### src/rtl/lsu_mem_ctrl.sv
// Load/store unit: runs one req/ready data-memory transaction per access,
// generating byte enables and store lanes, extending loads, and faulting on misalignment or timeout.
module lsu_mem_ctrl #(
    parameter int TIMEOUT_CYCLES = 64
) (
    input  logic        clk,
    input  logic        rst,
    input  logic        memread,
    input  logic        memwrite,
    input  logic [2:0]  funct3,
    input  logic [31:0] addr,
    input  logic [31:0] wdata,
    output logic [31:0] rdata,
    output logic        stall,
    output logic        done,
    output logic        fault,
    output logic        bus_req,
    output logic        bus_we,
    output logic [31:0] bus_addr,
    output logic [31:0] bus_wdata,
    output logic [3:0]  bus_be,
    input  logic        bus_ready,
    input  logic [31:0] bus_rdata
);
    localparam int CW = $clog2(TIMEOUT_CYCLES);

    typedef enum logic [1:0] {IDLE, BUS, DONE} state_t;

    state_t      state;
    logic [CW-1:0] cnt;
    logic [2:0]  f3_q;
    logic [1:0]  off_q;

    logic        req;
    logic        f3_legal;
    logic        misaligned;
    logic [3:0]  be_next;
    logic [31:0] wdata_rep;
    logic [7:0]  lane_b;
    logic [15:0] lane_h;
    logic [31:0] load_ext;

    assign req   = memread | memwrite;
    assign stall = ((state == IDLE) && req) || (state == BUS);

    always_comb begin
        f3_legal   = 1'b0;
        be_next    = 4'b1111;
        wdata_rep  = wdata;
        // Both memread and memwrite set is treated as a read.
        case (funct3)
            3'b000, 3'b001, 3'b010: f3_legal = 1'b1;
            3'b100, 3'b101:         f3_legal = memread;
            default:                f3_legal = 1'b0;
        endcase
        misaligned = ((funct3[1:0] == 2'b01) && addr[0]) ||
                     ((funct3[1:0] == 2'b10) && (addr[1:0] != 2'b00));
        case (funct3[1:0])
            2'b00: begin
                be_next   = 4'b0001 << addr[1:0];
                wdata_rep = {4{wdata[7:0]}};
            end
            2'b01: begin
                be_next   = addr[1] ? 4'b1100 : 4'b0011;
                wdata_rep = {2{wdata[15:0]}};
            end
            default: begin
                be_next   = 4'b1111;
                wdata_rep = wdata;
            end
        endcase
    end

    always_comb begin
        case (off_q)
            2'b00:   lane_b = bus_rdata[7:0];
            2'b01:   lane_b = bus_rdata[15:8];
            2'b10:   lane_b = bus_rdata[23:16];
            default: lane_b = bus_rdata[31:24];
        endcase
        lane_h = off_q[1] ? bus_rdata[31:16] : bus_rdata[15:0];
        case (f3_q)
            3'b000:  load_ext = {{24{lane_b[7]}}, lane_b};
            3'b001:  load_ext = {{16{lane_h[15]}}, lane_h};
            3'b100:  load_ext = {24'h0, lane_b};
            3'b101:  load_ext = {16'h0, lane_h};
            default: load_ext = bus_rdata;
        endcase
    end

    always_ff @(posedge clk) begin
        if (rst) begin
            state     <= IDLE;
            cnt       <= '0;
            f3_q      <= 3'b000;
            off_q     <= 2'b00;
            rdata     <= 32'h0;
            done      <= 1'b0;
            fault     <= 1'b0;
            bus_req   <= 1'b0;
            bus_we    <= 1'b0;
            bus_addr  <= 32'h0;
            bus_wdata <= 32'h0;
            bus_be    <= 4'h0;
        end else begin
            case (state)
                IDLE: begin
                    if (req) begin
                        if (f3_legal && !misaligned) begin
                            state     <= BUS;
                            cnt       <= '0;
                            bus_req   <= 1'b1;
                            bus_we    <= !memread;
                            bus_addr  <= {addr[31:2], 2'b00};
                            bus_be    <= be_next;
                            bus_wdata <= wdata_rep;
                            f3_q      <= funct3;
                            off_q     <= addr[1:0];
                        end else begin
                            state <= DONE;
                            done  <= 1'b1;
                            fault <= 1'b1;
                            rdata <= 32'h0;
                        end
                    end
                end
                BUS: begin
                    if (bus_ready) begin
                        if (!bus_we)
                            rdata <= load_ext;
                        state   <= DONE;
                        done    <= 1'b1;
                        bus_req <= 1'b0;
                        bus_we  <= 1'b0;
                    end else if (cnt == CW'(TIMEOUT_CYCLES - 1)) begin
                        state   <= DONE;
                        done    <= 1'b1;
                        fault   <= 1'b1;
                        rdata   <= 32'h0;
                        bus_req <= 1'b0;
                        bus_we  <= 1'b0;
                    end else begin
                        cnt <= cnt + 1'b1;
                    end
                end
                DONE: begin
                    state <= IDLE;
                    done  <= 1'b0;
                    fault <= 1'b0;
                end
                default: state <= IDLE;
            endcase
        end
    end
endmodule

### config.mk
export PLATFORM = sky130hd
export DESIGN_NAME = lsu_mem_ctrl
export DESIGN_NICKNAME = d
export VERILOG_FILES = /design/src/rtl/lsu_mem_ctrl.sv
export SDC_FILE = /design/constraint.sdc
export NUM_CORES = 1
export LEC_CHECK = 0
export BUFFER_PORTS_ARGS = -buffer_cell sky130_fd_sc_hd__clkbuf_2
export CORE_UTILIZATION = 45
export DETAILED_ROUTE_END_ITERATION = 6
export PLACE_DENSITY = 0.84
export SLEW_MARGIN = 20
export SYNTH_ARGS = -nofsm -noshare
export SYNTH_HDL_FRONTEND = slang
export SYNTH_SLANG_ARGS = --single-unit
### constraint.sdc
create_clock -name clk -period 4.8 [get_ports clk]
set_input_delay 0.24 -clock clk [delete_from_list [all_inputs] [get_ports clk]]
set_output_delay 0.24 -clock clk [all_outputs]
set_load 0.01 [all_outputs]
* After elaboration in Yosys (flattened, before gate mapping)
Cells that the tools add are included. Widths: inputs -> output; s select.
Operators by class: add/sub/neg operators 1, equality and inequality tests 22, shift operators 1, multiplexer cells 38, bitwise gates (word level) 1, reduce and logical (&&, ||, !) cells 25
Operator list (number):
- $mux 32 | 5
- $pmux 32 s2 | 2
- $pmux 32 s4 | 1
- $mux 6 | 4
- $pmux 8 s3 | 1
- $mux 16 | 1
- $reduce_and 5->1 | 3
- $eq 3x3->1 const B | 4
- $pmux 6 s2 | 1
- $mux 1 | 11
- $mux 2 | 4
- $ne 2x2->1 const B | 4
- $pmux 4 s2 | 1
- $reduce_and 4->1 | 2
- $add 6x1->6 const B | 1
- $eq 2x1->1 const B | 3
- $eq 2x2->1 const B | 3
- $eq 3x1->1 const B | 2
- $eq 6x6->1 const B | 1
- $logic_not 2->1 | 3
- $logic_not 3->1 | 2
- $pmux 1 s2 | 3
- $pmux 1 s3 | 2
- $logic_and 1x1->1 | 4
- 16 further kinds | 20
Word-level totals: register bits 115, input port bits 104, output and inout port bits 105, logic and storage cells 100

* Longest topological paths before layout
Gate-level depths: netlist of run 1.
depth in word-level cells 8, depth in mapped cells 8, mapped depth without buffers 6

* Worst setup path before layout of run 1
No wires, ideal clock.
path type register -> register, start point register cnt[0], end point register rdata[14], library setup time 123 ps, arrival time 1770 ps, data required time 4677 ps, setup slack 2907 ps, stages on the path, launching flop included 8, path buffers 1, period minus slack after synthesis 1893 ps, cell sequence dfxtp_1 > ha_1 > nand3_1 > o31ai_1 > a21oi_2 > nor2_2 > buf_6 > mux2_1
Between the ends: longest elaborated chain between the ends 3
RTL lines:
- start, declared | RTL line 30 | logic [CW-1:0] cnt;
- start signal, assigned | RTL line 143 | cnt <= cnt + 1'b1;
- $eq 6x6->1 | RTL line 135 | end else if (cnt == CW'(TIMEOUT_CYCLES - 1)) begin
- $ne 3x2->1 (no source line)
- $reduce_and 5->1 (no source line)
- end signal, assigned | RTL line 130 | rdata <= load_ext;
- end, declared | RTL line 13 | output logic [31:0] rdata,
No other way between the ends. A chain may end at the register's enable or synchronous reset.

* Worst setup path after layout of run 1
start point input funct3[1], end point register rdata[11]
Between the ends: longest elaborated chain between the ends 7, elaborated cells on any way between the ends 17, classes of those cells eq/ne: 7; mux: 1; reduce/logical: 9
RTL lines:
- start, declared | RTL line 10 | input logic [2:0] funct3,
- branches (longest 4 deep; another with $eq 3x1->1)
- $logic_and 1x1->1 (*) | RTL line 109 | if (f3_legal && !misaligned) begin
- $ne 2x2->1 (no source line) (*)
- $reduce_and 5->1 (no source line) (*)
Every way passes the cells marked *.

==> run summary, run 1 <==
EDFF count, synth: 0
synthesized flop and latch total: 115
Setup WS pre-CTS: 1.672 ns
H-tree levels: 4
# setup viols final: 0
CP Class: input pin to register
die outline area: 0.01197 mm2
Worst Tran Pin Value: 1.005 ns
vias per cell: 5.415
area of the core: 0.01103 mm2
antenna violations before repair: 0
clk sinks: 115
largest cells by area after synthesis: dfxtp_1 44%, nand2_1 8.5%, mux2i_1 6.7%
Die Wd: 109.4 um
grt ovf: 0
Clk Latency, worst-skew pair: 0.40 ns
Arr. time, crit path: 2.99 ns
max frequency: 370.9 MHz
outcome: complete, no violations
Final #Nets: 897
Max Cap Viol: 0
P_leak: 0.002919 uW
CTS resizes: 0
CP Launch Type: input pin
Crit Path Max Fanout: 22
first-pass GRT wire length: 22470 um
Primary FF master, synth: dfxtp_1
setup ws final: 2.104 ns
Yosys Warn Count: 0
Power Dens Cells: 400.6 mW/mm2
vias in the first global route: 4735
final std cells w/o fill: 945
area leader, netlist: dfxtp_1
mapped cell area: 0.005192 mm2
Max Buffers Root-to-Sink: 2
die height: 109.4 um
drt drc: 0
Syn Area/Cell: 8.484 um2
CP required: 5.09 ns
most common cell in the netlist: nand2_1
Slew Viols, Final: 0
Clock transition at path regs: 0.06 ns
Post-synth top cells: 117 x nand2_1, 115 x dfxtp_1, 69 x a21oi_1
Final Hold Vio Count: 0
1st-pass router iterations: 5
clk root buf: clkbuf_16
worst vdd ir: 265.6 uV
TNS Setup: 0 ns
Ant. Diodes: 0
CTS tree: yes
Synth Instances: 612
Post-DP HPWL: 9705 um
area grow syn2layout: 31.33%
endpoint class of the critical path: register
ratio of cells with drive above 1 in the final layout: 31.68%
Placed Cells incl. Taps: 913
min Tclk post-route: 2.696 ns
I/O pin total: 209
GP Congestion: 0.8235
clock skew: 0.007094 ns
WL final: 14140 um
max_slew headroom: 32.97%
post-CTS setup buffer count: 0
hold_buf cts: 0
post-synth top area share: 44.34%
Hold Path Class: input pin to register
1st-iter DRT viols: 273
Yosys cell types: 52
port bufs: 206
largest net degree at the start of global routing: 100
DRT antenna net count: 0
row count: 38
All-Layer GR Usage: 24.23%
Starting Density: 47.07%
ys async rst share: 0%
via count: 5117
register area share after synthesis: 44.34%
Routed WL per cell: 14.96 um
CTS buffer count: 17
RSZ-0062 raised after global routing: false
part of the cycle the worst path needs: 56.17%
[placed cells by master (no fill, tap or decap), types with 2 or more instances in the layout]
master / netlist / layout
o221ai_1: 7 / 7
buf_4: 2 / 3
a311oi_1: 11 / 11
nor2b_1: 13 / 13
nand3_1: 11 / 11
mux2i_1: 35 / 35
a211oi_1: 10 / 10
a21oi_1: 69 / 69
clkbuf_16: 0 / 17
xnor2_1: 2 / 2
clkbuf_2: 0 / 205
bufinv_16: 0 / 4
dfxtp_1: 115 / 115
nand4_1: 2 / 2
o21ai_0: 21 / 21
clkbuf_8: 0 / 2
nand2_1: 117 / 117
a31o_2: 2 / 2
a22o_1: 16 / 16
clkinv_2: 0 / 4
mux2_2: 6 / 6
o211ai_1: 8 / 8
nor3b_1: 7 / 7
nand3b_1: 4 / 4
a31oi_1: 8 / 8
a21oi_2: 2 / 2
conb_1: 1 / 2
clkinvlp_4: 0 / 2
nor3_1: 3 / 2
clkbuf_1: 23 / 3
nand2b_1: 28 / 28
and2_1: 2 / 2
o21bai_1: 3 / 3
or3_1: 3 / 2
inv_1: 8 / 8
nor2_1: 31 / 31
[path summary, 6_finish.rpt]
| kind | startpoint | end | slack [ns] | depth (start not counted) |
|---|---|---|---|---|
| setup / recovery | funct3[1] | rdata[11] | 2.10 | 6 |
| hold / removal | addr[12] | bus_addr[12] | 0.05 | 3 |
| setup reg to reg | off_q[1] | rdata[27] | 2.37 | 5 |
| hold reg to reg | bus_addr[22] | bus_addr[22] | 0.45 | 2 |
[where the power goes]
group | switching, uW | internal (uW)
logic | 215 | 145
clock network | 436 | 892
registers | 35.9 | 1010
total | 687 | 2050
[sequential cells by signal (all words and copies together) (netlist names), 2 cells and up]
signal,count
f3_q,3
bus_addr,30
rdata,32
bus_wdata,32
off_q,2
state,2
cnt,6
bus_be,4
[stage by stage]
stage / hold slack (ns) / cell area [um2] / utilization, % / power, uW
CTS: 0.04116 / 6819 / 61.82 / 2751
detailed placement: 0.4471 / 6200 / 56.20 / 1424
floorplan: 0.3760 / 5196 / - / 1287
global route: 0.04748 / 6819 / 61.82 / 2842
global placement: 0.4408 / 6200 / 56.20 / 1417
finish: 0.05189 / 6819 / 61.82 / 2732
[routing by layer]
metal / GRT usage (%) / vias up / wire length [um]
met5: 0 / - / 0
met4: 9.810 / 0 / 287
met3: 9.010 / 28 / 1358
met2: 39.71 / 213 / 6724
met1: 28.59 / 2365 / 5769
li1: - / 2511 / -
[logic make-up after synthesis]
group / after synthesis / synth area share, %
buffers and inverters: 57 / 5.012
XOR/XNOR: 2 / 0.3374
AND/OR/NAND/NOR: 228 / 20.77
AO/OA/AOI/OAI: 165 / 20.53
other: 1 / 0.07222
multiplexers: 43 / 8.699
adder cells (fa/ha/maj): 1 / 0.2409
flip-flops: 115 / 44.34
[worst max-delay path, cell delays in order]
cell and delay [ns]:
clkbuf_2 0.43, clkinv_1 0.59, a31oi_2 0.43, a21oi_2 0.15, nor2_2 0.71, mux2_2 0.42
[final cells by class]
class,count,area [um2]
Sequential cell,115,2302
Inverter,9,33.78
Clock buffer,22,464.2
Fill cell,962,4212
Multi-Input combinational cell,441,2640
Timing Repair Buffer,208,1049
Tap cell,140,175.2
Clock inverter,10,155.1
(Power assumes the default switching activity.)
==> inputs of run 2 (changes only) <==
Clock period 4.8 ns to 2.55 ns, I/O delays scaled along.
==> run summary, run 2 (same netlist as run 1, synthesis figures left out) <==
outcome: complete, no violations (unchanged)
CP Class: input pin to register (unchanged)
delay-heaviest family, CP: buffers and inverters (unchanged)
Die Wd: 109.4 um (unchanged)
drt drc: 0 (unchanged)
Max Buffers Root-to-Sink: 2 (unchanged)
hold_buf cts: 42 (was 0)
# setup viols final: 0 (unchanged)
Worst Tran Pin Value: 0.7069 ns (was 1.005 ns)
most common cell after layout, fill and taps aside: clkbuf_2 (unchanged)
Worst Path Buf+Inv: 3 (was 2)
TNS Setup: 0 ns (unchanged)
GP Congestion: 0.8765 (was 0.8235)
CTS tree: yes (unchanged)
antenna violations before repair: 0 (unchanged)
Clock transition at path regs: 0.05 ns (was 0.06 ns)
die outline area: 0.01197 mm2 (unchanged)
port bufs: 206 (unchanged)
max frequency: 479.4 MHz
Final Hold Vio Count: 0 (unchanged)
first-pass GRT wire length: 24590 um (was 22470 um)
clock skew: 0.01442 ns (was 0.007094 ns)
met3 Track Usage GR: 9.544% (was 9.010%)
min Tclk post-route: 2.086 ns
Slew Viols, Final: 0 (unchanged)
Ant. Diodes: 0 (unchanged)
RSZ-0062 raised after global routing: false (unchanged)
Cell Chain, Critical Path: dlygate4sd3_1 > clkbuf_2 > or2b_1 > a31oi_2 > or3_2 > buf_4 > nand2_1 > a21oi_1 (was clkbuf_2 > clkinv_1 > a31oi_2 > a21oi_2 > nor2_2 > mux2_2)
clk sinks: 115 (unchanged)
M2 GR Usage: 44.07% (was 39.71%)
grt ovf: 0 (unchanged)
area grow syn2layout: 39.35% (was 31.33%)
Max Cap Viol: 0 (unchanged)
Tot Pwr: 4909 uW (was 2732 uW)
Arr. time, crit path: 2.41 ns (was 2.99 ns)
CTS buffer count: 17 (unchanged)
vias per cell: 5.417 (was 5.415)
WL final: 15600 um (was 14140 um)
CP Launch Type: input pin (unchanged)
GR met1 Demand/Resource: 30.51% (was 28.59%)
1st-pass router iterations: 5 (unchanged)
Power Dens Cells: 678.4 mW/mm2 (was 400.6 mW/mm2)
row count: 38 (unchanged)
H-tree levels: 4 (unchanged)
Routed WL per cell: 15.68 um (was 14.96 um)
clk root buf: clkbuf_16 (unchanged)
Post-DP HPWL: 9902 um (was 9705 um)
endpoint class of the critical path: register (unchanged)
biggest regs: bus_wdata (32), rdata (32), bus_addr (30) (unchanged)
most used routing layer: met2 (unchanged)
slowest stage delay, CP: 0.52 ns (was 0.71 ns)
vias in the first global route: 5133 (was 4735)
via count: 5390 (was 5117)
commonest non-fill, non-tap cells in the layout: 205 x clkbuf_2, 117 x nand2_1, 115 x dfxtp_1 (unchanged)
Final #Nets: 947 (was 897)
Crit Path Max Fanout: 51 (was 22)
post-CTS setup buffer count: 0 (unchanged)
P_leak: 0.003106 uW (was 0.002919 uW)
die height: 109.4 um (unchanged)
CP max stage cell: dlygate4sd3_1 (was nor2_2)
I/O pin total: 209 (unchanged)
ratio of cells with drive above 1 in the final layout: 30.29% (was 31.68%)
CTS resizes: 0 (unchanged)
max_slew headroom: 52.66% (was 32.97%)
All-Layer GR Usage: 26.62% (was 24.23%)
Hold Path Class: input pin to register (unchanged)
worst vdd ir: 511.6 uV (was 265.6 uV)
largest net degree at the start of global routing: 93 (was 100)
part of the cycle the worst path needs: 81.81%
Clk Latency, worst-skew pair: 0.41 ns (was 0.40 ns)
Starting Density: 47.07% (unchanged)
CP required: 2.88 ns (was 5.09 ns)
area of the core: 0.01103 mm2 (unchanged)
1st-iter DRT viols: 317 (was 273)
DRT antenna net count: 0 (unchanged)
run 2: cell count changes in the layout (fill, tap and decap cells not counted):
cell / previous run / this run
clkinvlp_4: 2 / 0
clkbuf_8: 2 / 3
bufinv_16: 4 / 1
buf_4: 3 / 10
clkbuf_1: 3 / 7
buf_12: 0 / 1
dlygate4sd3_1: 0 / 42
run 2: worst paths after layout:
path,startpoint,endpoint,slack (ns),cells past startpoint
setup / recovery,funct3[2],bus_addr[11],0.46,8
hold / removal,wdata[25],bus_wdata[25],0.01,3
setup reg to reg,state[0],rdata[17],0.50,4
hold reg to reg,bus_addr[23],bus_addr[23],0.45,2
run 2: area by class of cell:
class / instances / area, um2
clock buffer: 27 / 493.0
clock inverter: 5 / 50.05
fill: 870 / 3795
inverter: 9 / 33.78
multi-input combinational: 441 / 2640
sequential: 115 / 2302
tap: 140 / 175.2
timing repair buffer: 258 / 1541
run 2: routing by layer:
metal | up-vias | wire length, um
met2 | 249 | 7531
met4 | 0 | 418
li1 | 2603 | -
met1 | 2500 | 6272
met5 | - | 0
met3 | 38 | 1379
run 2: per-stage QoR:
stage	cell area [um2]	worst slack, ns	hold slack, ns	util (%)	instances
after CTS	7236	0.5082	0.0009477	65.60	995
after floorplan	5196	0.6565	0.2635	-	613
after global routing	7236	0.3047	0.007701	65.60	995
after global placement	6272	0.5915	0.3504	56.86	921
after detailed placement	6272	0.5345	0.3564	56.86	921
final	7236	0.4640	0.009694	65.60	995
run 2: worst reg2reg max path, stage by stage, from the launching register on:
cell and delay (ns):
dfxtp_1 0.48, nor2b_1 0.28, nand3b_1 0.35, nor3_4 0.67, a22o_1 0.22
run 2: where the power goes:
part	internal, uW	switching [uW]
clock network	1410	770
registers	1900	66.5
logic	326	438
total	3630	1270
